`src/rtl/fetch_stage.sv`:
```
// fetch_stage: instruction-fetch stage.
//   Owns the PC and drives a combinational-read, word-indexed instruction
//   memory. Fetched words are buffered, each with its PC+4, in a small
//   circular queue. Decode drains the queue over a valid/ready handshake.
//   A taken branch redirects the PC and flushes the queue.
// Ports:
//   clk, reset          rising-edge clock, asynchronous active-high reset
//   imem_addr/read/data word index (pc>>2), read enable, same-cycle read data
//   branch_taken/addr   redirect request and target byte address
//   out_valid/ready     handshake toward decode
//   out_instr/out_pc    head instruction and its PC+4 (zero when !out_valid)
module fetch_stage #(
  parameter int                INSTR_W     = 32,
  parameter int                ADDR_W      = 32,
  parameter logic [ADDR_W-1:0] RESET_PC    = '0,
  parameter int                QUEUE_DEPTH = 2
) (
  input  logic               clk,
  input  logic               reset,
  output logic [ADDR_W-1:0]  imem_addr,
  output logic               imem_read,
  input  logic [INSTR_W-1:0] imem_data,
  input  logic               branch_taken,
  input  logic [ADDR_W-1:0]  branch_addr,
  output logic               out_valid,
  input  logic               out_ready,
  output logic [INSTR_W-1:0] out_instr,
  output logic [ADDR_W-1:0]  out_pc
);

  localparam int PTR_W = $clog2(QUEUE_DEPTH);
  localparam int CNT_W = PTR_W + 1;

  logic [ADDR_W-1:0]  pc_q, pc_d;
  logic [PTR_W-1:0]   rd_ptr_q, rd_ptr_d;
  logic [PTR_W-1:0]   wr_ptr_q, wr_ptr_d;
  logic [CNT_W-1:0]   count_q, count_d;
  logic [INSTR_W-1:0] instr_buf_q [QUEUE_DEPTH];
  logic [ADDR_W-1:0]  pc_buf_q    [QUEUE_DEPTH];

  logic              fetch_en;
  logic              pop;
  logic [ADDR_W-1:0] pc_plus4;
  logic              unused_addr_lsb;

  // Word alignment bits of the branch target are dropped.
  assign unused_addr_lsb = ^branch_addr[1:0];

  // Fetch depends only on occupancy, never on out_ready, so a full queue
  // stalls for one cycle even when decode is draining it.
  assign fetch_en  = !reset && !branch_taken && (count_q < CNT_W'(QUEUE_DEPTH));
  assign pop       = out_valid && out_ready;
  assign pc_plus4  = pc_q + ADDR_W'(4);

  assign imem_addr = pc_q >> 2;
  assign imem_read = fetch_en;
  assign out_valid = (count_q != '0);
  assign out_instr = out_valid ? instr_buf_q[rd_ptr_q] : '0;
  assign out_pc    = out_valid ? pc_buf_q[rd_ptr_q]    : '0;

  always_comb begin
    pc_d     = pc_q;
    rd_ptr_d = rd_ptr_q;
    wr_ptr_d = wr_ptr_q;
    count_d  = count_q;
    if (branch_taken) begin
      // Redirect wins over everything; a coincident pop is simply dropped
      // along with the rest of the queue.
      pc_d     = {branch_addr[ADDR_W-1:2], 2'b00};
      rd_ptr_d = '0;
      wr_ptr_d = '0;
      count_d  = '0;
    end else begin
      if (fetch_en) begin
        pc_d     = pc_plus4;
        wr_ptr_d = wr_ptr_q + PTR_W'(1);
      end
      if (pop) rd_ptr_d = rd_ptr_q + PTR_W'(1);
      case ({fetch_en, pop})
        2'b10:   count_d = count_q + CNT_W'(1);
        2'b01:   count_d = count_q - CNT_W'(1);
        default: count_d = count_q;
      endcase
    end
  end

  always_ff @(posedge clk or posedge reset) begin
    if (reset) begin
      pc_q     <= RESET_PC;
      rd_ptr_q <= '0;
      wr_ptr_q <= '0;
      count_q  <= '0;
    end else begin
      pc_q     <= pc_d;
      rd_ptr_q <= rd_ptr_d;
      wr_ptr_q <= wr_ptr_d;
      count_q  <= count_d;
    end
  end

  // Queue storage is never read while empty, so it carries no reset.
  always_ff @(posedge clk) begin
    if (fetch_en) begin
      instr_buf_q[wr_ptr_q] <= imem_data;
      pc_buf_q[wr_ptr_q]    <= pc_plus4;
    end
  end

endmodule

```
`config.mk`:
```
export PLATFORM = sky130hd
export DESIGN_NAME = fetch_stage
export DESIGN_NICKNAME = d
export VERILOG_FILES = /design/src/rtl/fetch_stage.sv
export SDC_FILE = /design/constraint.sdc
export NUM_CORES = 1
export LEC_CHECK = 0
export CAP_MARGIN = 25
export CORE_MARGIN = 10
export CORE_UTILIZATION = 45
export CTS_CLUSTER_DIAMETER = 40
export DETAILED_ROUTE_END_ITERATION = 6
export PLACE_DENSITY_LB_ADDON = 0.3
export SLEW_MARGIN = 20
export SYNTH_ARGS = -nofsm -noshare
export SYNTH_HDL_FRONTEND = slang
export SYNTH_SLANG_ARGS = --single-unit
```
`constraint.sdc`:
```
create_clock -name clk -period 6 [get_ports clk]
set_input_delay 0.6 -clock clk [delete_from_list [all_inputs] [get_ports clk]]
set_output_delay 0.6 -clock clk [all_outputs]
set_load 0.005 [all_outputs]
```
After elaboration in Yosys (flattened, before gate mapping)

Memories as Yosys holds them, arrays and structs flattened.
Cells that the tools add are included.

Add/sub/neg operators: 5
$lt $le $gt $ge: 1
Equal/unequal tests: 2
Multiplexer cells: 12
Reduce and logical (&&, ||, !) cells: 9

Operators by type and width:

| operator                | count |
|---|---|
| $mux W32                | 4 |
| $add A32 B3 Y32 const B | 1 |
| $mux W1                 | 6 |
| $reduce_bool A2 Y1      | 3 |
| $pmux W2 S2             | 1 |
| $logic_and A1 B1 Y1     | 3 |
| $reduce_bool A3 Y1      | 1 |
| $add A1 B1 Y1 const B   | 2 |
| $add A2 B1 Y2 const B   | 1 |
| $eq A2 B1 Y1 const B    | 1 |
| $eq A2 B2 Y1 const B    | 1 |
| $logic_not A1 Y1        | 2 |
| $lt A2 B2 Y1 const B    | 1 |
| $mux W2                 | 1 |
| $sub A2 B1 Y2 const B   | 1 |

Register bits: 36
Bits in writable memories: 128
Output and inout port bits: 98
Logic and storage cells: 35
Memories: 2

Memories:

| name        | depth | width | rd ports | clocked after memory_dff | write ports | RTL line | RTL |
|---|---|---|---|---|---|---|---|
| instr_buf_q | 2     | 32    | 1        | 0                        | 1           | 38       | `logic [INSTR_W-1:0] instr_buf_q [QUEUE_DEPTH];` |
| pc_buf_q    | 2     | 32    | 1        | 0                        | 1           | 39       | `logic [ADDR_W-1:0] pc_buf_q [QUEUE_DEPTH];` |

Longest topological paths before layout

Gate-level depths: netlist (run 1).

Depth after elaboration: 6
Mapped depth: 7
Depth with buffers taken out: 5

Worst setup path before layout (run 1)

No wires, ideal clock.

Path type: input to register
Start: input port branch_taken
End: memory instr_buf_q[0][0], enable pin
Arrival: 5254 ps
Data required time: 5441 ps
Slack: 188 ps
Stages: 3
Path through: clkbuf_1 > clkbuf_1 > nor3_1

Cells in the longest elaborated chain, start to end: 5

RTL lines:

| what                              | RTL line | RTL |
|---|---|---|
| from (decl)                       | 23       | `input logic branch_taken,` |
| $logic_not A1 Y1                  | 51       | `assign fetch_en = !reset && !branch_taken && (count_q < CNT_W'(QUEUE_DEPTH));` |
| $logic_and A1 B1 Y1 (2 in series) | 51       |  |
| $mux W1                           | 103      | `if (fetch_en) begin` |
| $mux W1 (not written as such)     | 104      | `instr_buf_q[wr_ptr_q] <= imem_data;` |
| to (decl)                         | 38       |  |

Every way passes these cells.

Final worst setup path (run 1)

Start: input port reset
End: memory pc_buf_q[1][19], enable pin

Cells in the longest elaborated chain, start to end: 5

RTL lines:

| what                              | RTL line | RTL |
|---|---|---|
| from (decl)                       | 19       | `input logic reset,` |
| $logic_not A1 Y1 (no line)        | --       |  |
| $logic_and A1 B1 Y1 (2 in series) | 51       |  |
| $mux W1                           | 103      |  |
| $mux W1 (not written as such)     | 105      | `pc_buf_q[wr_ptr_q] <= pc_plus4;` |
| to (decl)                         | 39       |  |

Every way passes these cells.

==> metrics.md, run 1 <==
| Metric | Value |
|---|---|
| Status | complete, no violations |
| Reg2Reg Depth | 3 |
| Clock Path Buffers | 2 |
| Initial DRC count | about 300 |
| Synthesized area per cell | around 12 µm² |
| Power share of the sequential group | a little under half |
| Nets@finish | 791 |
| Clk pin slew, worst setup/hold paths | 0.06 ns |
| Maximum VDD drop | slightly above 0.2 mV |
| Cells after synthesis | a little under 600 |
| Worst path cell trace | clkdlybuf4s50_1 -> nor2_2 -> and3_2 -> buf_4 |
| RR Endpoint | pc_buf_q[1][19] |
| Leakage | about 3.3 nW |
| Initial Util | a little under half |
| Worst EP arrival | around 3.3 ns |
| RSZ-0062 raised after global routing | false |
| Via-to-Cell Ratio | approximately 5.3 |
| Yosys top cell by area | edfxtp_1 |
| Antenna viol nets, final | 0 |
| Non-Filler Instances | 951 |
| Critical path launch point | reset |
| RR Startpoint | count_q[1] |
| Max Clk Rate | roughly 310 MHz |
| Die ar. | ~21000 µm² |
| Final core occ | around three fifths |
| Final hold viol count | 0 |
| Num ports | 166 |
| CP max stage delay | between 0.8 and 0.9 ns |
| Dpl cells | about 900 |
| Final period utilization | 53.8% |
| Combinational share of power | between 10% and 20% |
| Post-DP HPWL | 12300 µm |
| Final wirelength | about 18000 µm |
| Cell family with most CP delay | simple AND/OR/NAND/NOR gates |
| Antenna fix cells | 0 |
| WP buf/inv | 2 |
| Layout Area Growth over Synthesis | 32.7% |
| Yosys reg bits | 158 |
| Clock latency at the later pin of the worst-skew pair | around 0.43 ns |
| Dominant synthesized flop cell | edfxtp_1 |
| Hold Crit Class | input pin to async pin |
| Share of cells above drive strength 1 | ~7% |
| Power Internal | ~2.1 mW |
| R2R Setup Slk | 2.97 ns |
| Critical path's slowest cell | and3_2 |
| Largest net degree at the start of global routing | 50 |
| Share of the synthesized area in the top cell type | between 50% and 60% |
| Switching share of power | roughly 25% |
| WS Path Type | input pin to register |
| Row count | 46 |
| Max cap viols | 0 |
| Skew final | 0.0137 ns |
| Sequential share of the synthesized area | a little under two thirds |
| Yosys cell types | 46 |
| Setup Fix Bufs, Post-CTS | 0 |
| Asr flop ratio synth | between 20% and 30% |
| Period minus WS final | 3.23 ns |
| GRT Residual Overflow | 0 |
| Clk pwr share | about two fifths |
| Crit start category | input pin |
| Total CTS buffers | 17 |
| Post-synth EDFFs | between 100 and 150 |
| DR DRC count | 0 |
| CTS Hold Buffers Added | 0 |
| Die Wd | around 150 µm |
| Die Height | roughly 150 µm |
| # clock sinks | between 150 and 200 |
| Post-Syn Area | ~7200 µm² |
| Net Sw Power | between 0.6 and 0.7 mW |
| CP endpoint kind | register |
| Root Driver | clkbuf_16 |
| Crit path max fanout | 38 |
| Rel. slew slack | a little under two fifths |
| Slew Limit Fails | 0 |
| CTS tree | yes |
| Global-route total usage across every layer | 16.3% |
| # resized after CTS | 0 |
| Core Box Area | approximately 16000 µm² |
| # setup viols final | 0 |
| WL/cell | ~19 µm |
| Vias in the first global route | just over 5000 |
| Setup_tns | 0 ns |
| Vias | around 5100 |
| Synth top area cells | edfxtp_1, dfrtp_1, mux2i_1, nor2_1, xor2_1 |
| Final estimated routing congestion in global placement | 0.837 |
| H-tree levels | 4 |
| Worst slew pin tran | 0.936 ns |
| First-pass detailed-route iteration total | 5 |
| Synth warn | 0 |
| First-pass GRT wire length | 27900 µm |
| Port Buffers | between 150 and 200 |
| CP Data Required Time | a little over 6 ns |
| PD cells | about 290 nW/µm² |
| Initial antenna violation count | 0 |
==> registers in the layout, indices dropped and copies added, names as in the netlist <==
name and flops:
wr_ptr_q 1, count_q 2, pc_buf_q 60, pc_q 30, instr_buf_q 64, rd_ptr_q 1
==> power groups by stage <==
| stage | logic, mW | clock network [mW] | registers, mW |
|---|---|---|---|
| floorplan | 0.198 | 0 | 1.31 |
| finish | 0.385 | 1.08 | 1.32 |
| detailed placement | 0.390 | 0 | 1.34 |
| global placement | 0.367 | 0 | 1.35 |
| CTS | 0.392 | 1.10 | 1.32 |
| global route | 0.421 | 1.15 | 1.32 |
==> routing by layer <==
metal	wire, µm	track usage (%)	up-vias
met1	7800	20.6	2447
met4	254	5.16	0
met2	8270	26.0	199
met3	1340	5.25	22
li1	-	-	2397
met5	0	0	-
==> per-stage QoR <==
stage | hold slack, ns | total power [mW] | setup WS, ns | instance area, µm²
after floorplan | 0.525 | 1.51 | 0.188 | 7210
after detailed placement | 0.585 | 1.73 | 2.35 | 8950
final | 0.544 | 2.79 | 2.77 | 9550
after CTS | 0.537 | 2.81 | 2.74 | 9550
after global placement | 0.572 | 1.71 | 2.40 | 8920
after global routing | 0.558 | 2.90 | 2.57 | 9550
==> synthesized netlist by cell type, drive strengths merged (2+ instances only) <==
cell type / count
a31oi: 10
nand3: 18
nand4: 17
o21ai: 17
xnor2: 20
clkbuf: 18
nor2: 92
mux2i: 63
o211ai: 4
nor3b: 2
or4: 11
nor3: 12
inv: 7
xor2: 23
and4: 7
buf: 25
nand2: 37
a21oi: 2
nor4: 6
o31ai: 7
dfrtp: 34
edfxtp: 124
and3: 4
or3: 3
==> worst max-delay path by stage <==
stage	endpoint	cells past startpoint	slack, ns
floorplan	instr_buf_q[0][0]	3	0.19
global placement	pc_buf_q[1][16]	5	2.40
detailed placement	pc_buf_q[1][15]	5	2.35
CTS	out_pc[19]	4	2.74
global route	pc_buf_q[1][15]	5	2.57
finish	pc_buf_q[1][19]	4	2.77
==> layout make-up <==
type / instances / area [µm²]
clock buffer: 17 / 425
clock inverter: 15 / 174
fill: 1280 / 6220
inverter: 8 / 30.0
multi-input combinational: 371 / 2410
sequential: 158 / 4580
tap: 216 / 270
timing repair buffer: 166 / 1660
==> cells in the final DEF, fill, tap and decap left out, types with 2 or more instances in the layout <==
master           Yosys  routed
clkdlybuf4s50_1      0     159
edfxtp_1           124     124
nor2_1              91      90
mux2i_1             63      63
nand2_1             37      37
dfrtp_1             34      33
xor2_1              23      23
xnor2_1             20      20
o21ai_0             17      17
clkbuf_16            0      17
nand3_1             16      16
nand4_1             14      14
or4_1               11      11
nor3_1              12      11
a31oi_1             10      10
and4_1               7       7
o31ai_1              7       7
inv_1                7       7
inv_6                0       7
buf_4                9       6
nor4_1               5       5
o211ai_1             4       4
conb_1               1       4
and3_1               4       3
or3_1                3       3
nand3_2              2       2
nand4_2              2       2
nor3b_1              2       2
a21oi_1              2       2
bufinv_16            0       2
inv_8                0       2
clkinv_4             0       2
==> cell families (layout without fill, tap and decap cells) <==
| kind of cell | count (synthesis) | count (layout) | share of synthesized area [%] |
|---|---|---|---|
| flops | 158 | 158 | 63.6 |
| other cells | 1 | 4 | 0.0521 |
| xor+xnor | 43 | 43 | 5.23 |
| mux | 63 | 63 | 8.76 |
| simple gates | 215 | 215 | 14.9 |
| compound gates | 45 | 45 | 3.93 |
| buf+inv | 51 | 206 | 3.34 |
| fa+ha+maj | 1 | 1 | 0.174 |
No activity file was read; power rests on OpenSTA's default activity.
==> inputs of run 2 (changes only) <==
Clock period 6 ns to 2.8 ns, I/O delays scaled along.
==> run 2 against run 1 <==
Net effect: clock skew decreased by 0.0078 ns; setup slack got worse by 2.4 ns; critical path depth unchanged; clock-buffer cell count increased by 1; sequential share of layout area decreased by 0.37 points; sequential power increased by 110%; sequential cell count unchanged; clock power increased by 120%; combinational power increased by 120%; largest power group unchanged.
==> metrics.md, run 2 (same netlist as run 1, synthesis figures left out) <==
| Metric | Value |
|---|---|
| Status | complete, no violations |
| Vias | slightly above 5000 |
| CTS tree | yes |
| Max Clk Rate | about 420 MHz |
| CP endpoint kind | primary output |
| Initial Util | about 46% |
| Clock Path Buffers | 2 |
| Antenna fix cells | 0 |
| Register area | 4580 µm² |
| Die ar. | around 21000 µm² |
| Met1 wire length | slightly below 8000 µm |
| Initial DRC count | roughly 270 |
| RSZ-0062 raised after global routing | false |
| Most flop-heavy register | instr_buf_q |
| Skew final | between 0.005 and 0.006 ns |
| Clock latency at the later pin of the worst-skew pair | approximately 0.42 ns |
| First-pass GRT wire length | about 29000 µm |
| Final wirelength | ~18000 µm |
| Final core occ | 61.0% |
| Dpl cells | between 900 and 1000 |
| CTS Hold Buffers Added | 0 |
| Top Layer Used | met4 |
| DR WL met3 | 1180 µm |
| Max cap viols | 0 |
| Layout Area Growth over Synthesis | 33.7% |
| DR DRC count | 0 |
| Final estimated routing congestion in global placement | ~0.84 |
| WS Path Type | register to primary output |
| Initial antenna violation count | 0 |
| Net Sw Power | between 1 and 1.5 mW |
| Hold Crit Class | input pin to register |
| Worst slew pin tran | ~0.84 ns |
| Clk pwr share | roughly two fifths |
| Global-route total usage across every layer | between 10% and 20% |
| GRT Residual Overflow | 0 |
| Vias in the first global route | about 5200 |
| Nets@finish | about 800 |
| Commonest non-fill, non-tap cell in the layout | clkdlybuf4s50_1 |
| Antenna viol nets, final | 0 |
| Critical path's slowest cell | clkdlybuf4s50_1 |
| Share of cells above drive strength 1 | under 10% |
| Commonest cells after routing, fill and taps aside | clkdlybuf4s50_1, edfxtp_1, nor2_1 |
| Final hold viol count | 0 |
| CP Data Required Time | 2.52 ns |
| Multi-input gate area | around 2400 µm² |
| Period minus WS final | ~2.4 ns |
| R2R Setup Slk | 0.49 ns |
| Combinational share of power | 14.0% |
| # resized after CTS | 0 |
| H-tree levels | 4 |
| First-pass detailed-route iteration total | 5 |
| Row count | 46 |
| Largest net degree at the start of global routing | between 60 and 70 |
| Die Height | roughly 150 µm |
| Switching share of power | around 24% |
| Met2 WL | between 8000 and 9000 µm |
| Worst EP arrival | ~2.1 ns |
| Non-Filler Instances | between 900 and 1000 |
| PD cells | roughly 630 nW/µm² |
| Total CTS buffers | 17 |
| Root Driver | clkbuf_16 |
| Biggest regs | instr_buf_q: 64 flops, pc_buf_q: 60 flops, pc_q: 30 flops |
| Clk pin slew, worst setup/hold paths | ~0.06 ns |
| Crit start category | register |
| Slew Limit Fails | 0 |
| # clock sinks | about 160 |
| Power share of the sequential group | 46.7% |
| Core Box Area | approximately 16000 µm² |
| Power Internal | approximately 4.6 mW |
| Via-to-Cell Ratio | around 5.3 |
| Port Buffers | ~160 |
| WL/cell | approximately 19 µm |
| Leakage | between 3 and 4 nW |
| Setup Fix Bufs, Post-CTS | 0 |
| Final period utilization | 86.0% |
| Die Wd | ~150 µm |
| CP max stage delay | ~0.52 ns |
| Crit path max fanout | 47 |
| Fillers | 1268 |
| Max reg flops | 64 |
| # setup viols final | 0 |
| Worst path cell trace | nor2_4 -> buf_4 -> nor2_1 -> clkdlybuf4s50_1 |
| Rel. slew slack | 43.9% |
| Maximum VDD drop | approximately 0.4 mV |
| Post-DP HPWL | 12600 µm |
| Num ports | approximately 170 |
-- run 2: changes by cell type in the layout (fill, tap and decap cells not counted) --
cell,change
bufinv_16,+1
inv_6,-1
or2_1,-1
nor3_2,-1
buf_4,+3
or2_4,+1
clkinv_2,+1
buf_16,-1
nor3_4,+1
buf_12,+3
clkbuf_1,+1
inv_8,-1
clkinv_4,-1
-- run 2: final timing paths --
kind / endpoint / startpoint / depth (start not counted)
max: out_pc[15] / count_q[1] / 4
min: pc_q[25] / branch_addr[25] / 3
max reg2reg: pc_q[30] / pc_q[10] / 4
min reg2reg: wr_ptr_q / wr_ptr_q / 2
max in group asynchronous: pc_q[31] / reset / 3
min in group asynchronous: pc_q[7] / reset / 2
-- run 2: worst max-delay path: cells and delay by family (launching register included) --
family / cells / cell delay, ns
AND/OR/NAND/NOR: 2 / 0.24
flip-flops: 1 / 0.49
buffers and inverters: 2 / 0.96
-- run 2: power by group through the flow --
stage / Clock, mW / Sequential, mW / Combinational (mW)
finish: 2.37 / 2.82 / 0.844
detailed placement: 0 / 2.86 / 0.857
floorplan: 0 / 2.81 / 0.429
CTS: 2.42 / 2.81 / 0.863
global placement: 0 / 2.85 / 0.841
global route: 2.51 / 2.83 / 0.925
-- run 2: layer usage --
metal | GRT usage [%] | vias up
met4 | 5.56 | 0
met3 | 5.19 | 19
met5 | 0 | -
li1 | - | 2408
met1 | 20.7 | 2479
met2 | 27.1 | 181
-- run 2: final cells by class --
cell class / count / area share [%]
Clock buffer: 18 / 4.46
Clock inverter: 14 / 1.87
Inverter: 8 / 0.312
Multi-Input combinational cell: 371 / 25.1
Sequential cell: 158 / 47.6
Tap cell: 216 / 2.81
Timing Repair Buffer: 171 / 17.9
-- run 2: through the flow --
step	total power [mW]	instance area, µm²	setup slack [ns]	hold slack [ns]	setup TNS (ns)
after floorplan	3.24	7240	-0.0135	0.379	-0.838
after global placement	3.69	9010	0.606	0.596	0
after detailed placement	3.72	9010	0.520	0.610	0
after CTS	6.10	9620	0.340	0.401	0
after global routing	6.27	9620	0.228	0.427	0
final	6.03	9620	0.393	0.414	0
